<file path="src/rtl/life_gen_step_if.sv">
// Bus between the Life generation engine and its board RAM / controlling FSM.
// The engine uses the master view; the RAM and controller side use slave.
interface life_gen_step_if #(
  parameter int COLS = 40,
  parameter int AW   = 5
);
  logic            start;
  logic            busy;
  logic            done;
  logic [AW-1:0]   rd_addr;
  logic [COLS-1:0] rd_data;
  logic [AW-1:0]   wr_addr;
  logic [COLS-1:0] wr_data;
  logic            wren;
  logic [10:0]     live_count;
  logic            changed;

  modport master (
    input  start, rd_data,
    output busy, done, rd_addr, wr_addr, wr_data, wren, live_count, changed
  );

  modport slave (
    output start, rd_data,
    input  busy, done, rd_addr, wr_addr, wr_data, wren, live_count, changed
  );
endinterface

</file>
<file path="src/rtl/life_gen_step.sv">
// One Life generation over the board RAM: rows stream through a 3-row window
// (above / cur / incoming) and each next-generation row is written back in place.
module life_gen_step #(
  parameter int COLS = 40,
  parameter int ROWS = 30,
  parameter int AW   = 5
) (
  input  logic            clk,
  input  logic            reset_n,
  life_gen_step_if.master bus
);
  localparam int PW = $clog2(COLS + 1);

  typedef enum logic [2:0] {IDLE, FILL, LOAD0, ROW, DONE} state_t;

  state_t          state_reg;
  logic [COLS-1:0] above_reg;
  logic [COLS-1:0] cur_reg;
  logic [AW-1:0]   r_reg;
  logic [10:0]     live_count_reg;
  logic            changed_reg;

  logic            last_row;
  logic [COLS-1:0] inc_row;
  logic [AW:0]     r_plus2;
  logic [AW-1:0]   row_rd_addr;
  logic [AW-1:0]   rd_addr_next;
  logic [COLS-1:0] next_row;
  logic [PW-1:0]   row_pop;

  assign last_row = (r_reg == AW'(ROWS - 1));
  // Below the last row the board is dead, whatever the RAM returns.
  assign inc_row  = last_row ? '0 : bus.rd_data;

  assign r_plus2     = {1'b0, r_reg} + (AW + 1)'(2);
  assign row_rd_addr = (r_plus2 < (AW + 1)'(ROWS)) ? r_plus2[AW-1:0] : '0;

  // One zero cell of padding on each side keeps column 0 and COLS-1 from wrapping.
  logic [COLS+1:0] a_pad;
  logic [COLS+1:0] c_pad;
  logic [COLS+1:0] b_pad;

  assign a_pad = {1'b0, above_reg, 1'b0};
  assign c_pad = {1'b0, cur_reg,   1'b0};
  assign b_pad = {1'b0, inc_row,   1'b0};

  genvar gi;
  generate
    for (gi = 0; gi < COLS; gi++) begin : g_cell
      logic [3:0] n;
      assign n = {3'b0, a_pad[gi]} + {3'b0, a_pad[gi+1]} + {3'b0, a_pad[gi+2]}
               + {3'b0, c_pad[gi]}                       + {3'b0, c_pad[gi+2]}
               + {3'b0, b_pad[gi]} + {3'b0, b_pad[gi+1]} + {3'b0, b_pad[gi+2]};
      assign next_row[gi] = (n == 4'd3) | (cur_reg[gi] & (n == 4'd2));
    end
  endgenerate

  always_comb begin
    row_pop = '0;
    for (int i = 0; i < COLS; i++) begin
      row_pop = row_pop + {{(PW-1){1'b0}}, next_row[i]};
    end
  end

  always_comb begin
    rd_addr_next = '0;
    case (state_reg)
      LOAD0:   rd_addr_next = AW'(1);
      ROW:     rd_addr_next = row_rd_addr;
      default: rd_addr_next = '0;
    endcase
  end

  assign bus.rd_addr    = rd_addr_next;
  assign bus.busy       = (state_reg != IDLE);
  assign bus.done       = (state_reg == DONE);
  assign bus.wren       = (state_reg == ROW);
  assign bus.wr_addr    = (state_reg == ROW) ? r_reg : '0;
  assign bus.wr_data    = (state_reg == ROW) ? next_row : '0;
  assign bus.live_count = live_count_reg;
  assign bus.changed    = changed_reg;

  always_ff @(posedge clk or negedge reset_n) begin
    if (!reset_n) begin
      state_reg      <= IDLE;
      above_reg      <= '0;
      cur_reg        <= '0;
      r_reg          <= '0;
      live_count_reg <= '0;
      changed_reg    <= 1'b0;
    end else begin
      case (state_reg)
        IDLE: begin
          if (bus.start) begin
            state_reg      <= FILL;
            live_count_reg <= '0;
            changed_reg    <= 1'b0;
          end
        end
        FILL: begin
          above_reg <= '0;
          cur_reg   <= '0;
          r_reg     <= '0;
          state_reg <= LOAD0;
        end
        LOAD0: begin
          cur_reg   <= bus.rd_data;
          state_reg <= ROW;
        end
        ROW: begin
          // Row r is committed this cycle; slide the window down one row.
          above_reg      <= cur_reg;
          cur_reg        <= inc_row;
          live_count_reg <= live_count_reg + 11'(row_pop);
          changed_reg    <= changed_reg | (next_row != cur_reg);
          if (last_row) begin
            state_reg <= DONE;
          end else begin
            r_reg <= r_reg + AW'(1);
          end
        end
        DONE: begin
          state_reg <= IDLE;
        end
        default: begin
          state_reg <= IDLE;
        end
      endcase
    end
  end
endmodule
</file>
<file path="src/flat_wrapper.sv">
// flat-port wrapper written by rule: the top's interface ports become plain ports
module life_gen_step_flat 
#(
  parameter int COLS = 40,
  parameter int ROWS = 30,
  parameter int AW   = 5
)
  (clk, reset_n, bus_start, bus_rd_data, bus_busy, bus_done, bus_rd_addr, bus_wr_addr, bus_wr_data, bus_wren, bus_live_count, bus_changed);
  life_gen_step_if #(.COLS(COLS), .AW(AW)) bus_i ();
  input  logic clk;
  input  logic reset_n;
  input wire logic [$bits(bus_i.start)-1:0] bus_start;
  input wire logic [$bits(bus_i.rd_data)-1:0] bus_rd_data;
  output wire logic [$bits(bus_i.busy)-1:0] bus_busy;
  output wire logic [$bits(bus_i.done)-1:0] bus_done;
  output wire logic [$bits(bus_i.rd_addr)-1:0] bus_rd_addr;
  output wire logic [$bits(bus_i.wr_addr)-1:0] bus_wr_addr;
  output wire logic [$bits(bus_i.wr_data)-1:0] bus_wr_data;
  output wire logic [$bits(bus_i.wren)-1:0] bus_wren;
  output wire logic [$bits(bus_i.live_count)-1:0] bus_live_count;
  output wire logic [$bits(bus_i.changed)-1:0] bus_changed;
  assign bus_i.start = bus_start;
  assign bus_i.rd_data = bus_rd_data;
  assign bus_busy = bus_i.busy;
  assign bus_done = bus_i.done;
  assign bus_rd_addr = bus_i.rd_addr;
  assign bus_wr_addr = bus_i.wr_addr;
  assign bus_wr_data = bus_i.wr_data;
  assign bus_wren = bus_i.wren;
  assign bus_live_count = bus_i.live_count;
  assign bus_changed = bus_i.changed;
  life_gen_step #(.COLS(COLS), .ROWS(ROWS), .AW(AW)) u_core (.clk(clk), .reset_n(reset_n), .bus(bus_i));
endmodule
</file>
<file path="config.mk">
export PLATFORM = sky130hd
export DESIGN_NAME = life_gen_step_flat
export DESIGN_NICKNAME = d
export VERILOG_FILES = /design/src/rtl/life_gen_step_if.sv /design/src/rtl/life_gen_step.sv /design/src/flat_wrapper.sv
export SDC_FILE = /design/constraint.sdc
export NUM_CORES = 1
export LEC_CHECK = 0
export ABC_AREA = 0
export BUFFER_PORTS_ARGS = -buffer_cell sky130_fd_sc_hd__buf_2
export CORE_MARGIN = 2
export CORE_UTILIZATION = 38
export DETAILED_ROUTE_END_ITERATION = 16
export SETUP_SLACK_MARGIN = 0.3
export SYNTH_ARGS = -nofsm -noshare
export SYNTH_HDL_FRONTEND = slang
export SYNTH_SLANG_ARGS = --single-unit
</file>
<file path="constraint.sdc">
create_clock -name clk -period 12.6 [get_ports clk]
set_clock_uncertainty 0.15 [all_clocks]
set_input_delay 2.52 -clock clk [delete_from_list [all_inputs] [get_ports clk]]
set_output_delay 2.52 -clock clk [all_outputs]
set_load 0.01 [all_outputs]
</file>
==> run summary <==
status: finished, final reports clean
worst hold path depth: 1
RSZ-0062 raised after global routing: no
critical path data arrival time: 11490 ps
depth of the most critical reg-to-reg path: 32
Worst setup SP type: input pin
CTS root buf: clkbuf_16
IO Count: 108
worst-path fanout max: 4
Tcrit/Tclk final: 90.3%
largest net degree at the start of global routing: 52
number of max-cap violations: 0
setup repair bufs after CTS: 0
share of cells above drive strength 1: 9.05%
Fin. Hold Viols: 0
most frequent cells in the layout: inv_1, fa_1, ha_1
Placed Area: 14500 um2
Worst path max stage delay: 680 ps
Avg Cell Area, Syn: 9.03 um2
Die H: 192 um
Inserted Diodes: 0
Tot GR Track Use: 23.8%
fillers: 3497
met1 GRT Util: 31.1%
met2 usage: 39.9%
crit-path leading delay family: adder cells
EDFF count, synth: 0
first-pass GRT wire length: 65800 um
Routed Antenna Nets: 0
WP data required: 12710 ps
Slew Viols, Final: 0
Die Footprint: 36900 um2
critical path's most frequent cell: fa_1
Layout area overhead: 10.7%
ys async rst share: 100%
most common cell after layout, fill and taps aside: inv_1
Setup TNS Final: 0 ps
Syn Std Cell Area: 13400 um2
CP Launch Point: bus_rd_data[7]
initial antenna violation count: 0
CTS Buf Count: 9
Synth Flop Type: dfrtp_1
synthesized flop and latch total: 100
HP Class: reg -> reg
routability-driven placement congestion ratio: 0.917
IO buf count: 107
Mapped Nets: 1860
CP max stage cell: a2111oi_0
# clock sinks: 100
nets@finish: 1958
drt drc: 0
H-tree levels: 3
GRT met3 Usage: 4.40%
final WL: 41900 um
DP Wirelength: 34700 um
synth unique cells: 60
Pre-Repair DR Iteration Count: 5
Levels on crit path: 29
maximum buffer depth of the clock tree: 2
Overflow after GRT: 0
DR iter-0 viols: 639
# hold bufs at CTS: 0
Slew @ Worst Pin: 963 ps
vias in the first global route: 11500
cts repair resizes: 0
f_max: 87.9 MHz
Clock Latency Late Sink: 390 ps
Seq/Total Area, Yosys: 18.6%
CTS tree: done
Core Region: 34700 um2
design area: 14900 um2
Max-slew headroom: 34.9%
CP Capture Type: flip-flop
Gate Count Post-Synth: 1490
r2r startpoint: u_core.r_reg[1]
via count: 11000
hold path start: u_core.bus.live_count[10]
via/cell ratio: 5.39
# setup viols final: 0
yosys warns: 0
Die W: 192 um
wire per inst: 20.5 um
clock-pin transition on the worst setup and hold timing paths: 70 ps
Initial Utilization: 38.7%
WP buf/inv: 5
GRT busiest layer: met2
# rows: 68
minimum clock period after layout: 11380 ps
crit path kind: in -> reg
==> routing by layer <==
metal,part of all wire [%],routed length (um)
met5,0,0
met4,2.9,1210
met3,5.8,2420
met2,48,19900
met1,44,18300
==> final cells by class <==
type                    instances  area, um2  share of cell area, %
repair buffers                118        621                   4.17
well taps                     455        569                   3.82
clock buffers                   9        225                   1.51
flip-flops and latches        100       2500                   16.8
clock inverters                 6        114                  0.765
inverters                     380       1430                   9.58
multi-input cells             979       9430                   63.3
==> through the flow <==
step                      worst slack (ps)  instances  hold slack [ps]  utilization, %
final                                 1220       2047              338            42.9
after global routing                   787       2047              384            42.9
after CTS                             1260       2047              345            42.9
after detailed placement               861       2032              335            41.9
after global placement                1050       2032              317            41.9
after floorplan                       1560       1490              340               -
==> kinds of logic after synthesis <==
family	synth area share, %
AOI/OAI and AO/OA	12.2
xor gates and xnor gates	0.716
adders and majority gates	41.0
buffers and inverters	11.5
DFF	18.6
muxes	0.763
and+or+nand+nor	15.2
==> synth_stat cells (all sizes together), types with 25 or more instances <==
cell    number  area share (%)
nor2        87             2.4
nor2b       37             1.7
dfrtp      100              19
nor3b       34             1.9
o22ai       40             1.9
ha         138              13
inv        380              11
nor3        25            0.93
clkbuf      27            0.75
nand2       88             2.5
nand3       30             1.1
a21oi       36             1.3
a22o        41             2.7
o21ai       33             1.2
fa         189              28
==> path summary, 6_finish.rpt <==
| kind | endpoint | slack [ps] |
|---|---|---|
| worst min-delay path | u_core.bus.live_count[10] | 340 |
| worst max-delay path | u_core.bus.live_count[8] | 1220 |
| worst min register to register | u_core.bus.live_count[10] | 340 |
| min in group asynchronous | u_core.above_reg[1] | 2040 |
| worst max register to register | u_core.bus.live_count[8] | 1470 |
| max in group asynchronous | u_core.above_reg[29] | 9040 |
==> worst register-to-register path: cells and delay by family, from the launching register on <==
| family | cells | cell delay [ps] |
|---|---|---|
| AO/OA/AOI/OAI | 6 | 1700 |
| multiplexers | 1 | 130 |
| buffers and inverters | 6 | 1000 |
| adder cells (fa/ha/maj) | 15 | 6430 |
| AND/OR/NAND/NOR | 4 | 1170 |
| flip-flops | 1 | 440 |
Power is left out: the tool's default activity adds up to more than one toggle a clock period on the data nets, which glitch-free logic cannot reach.
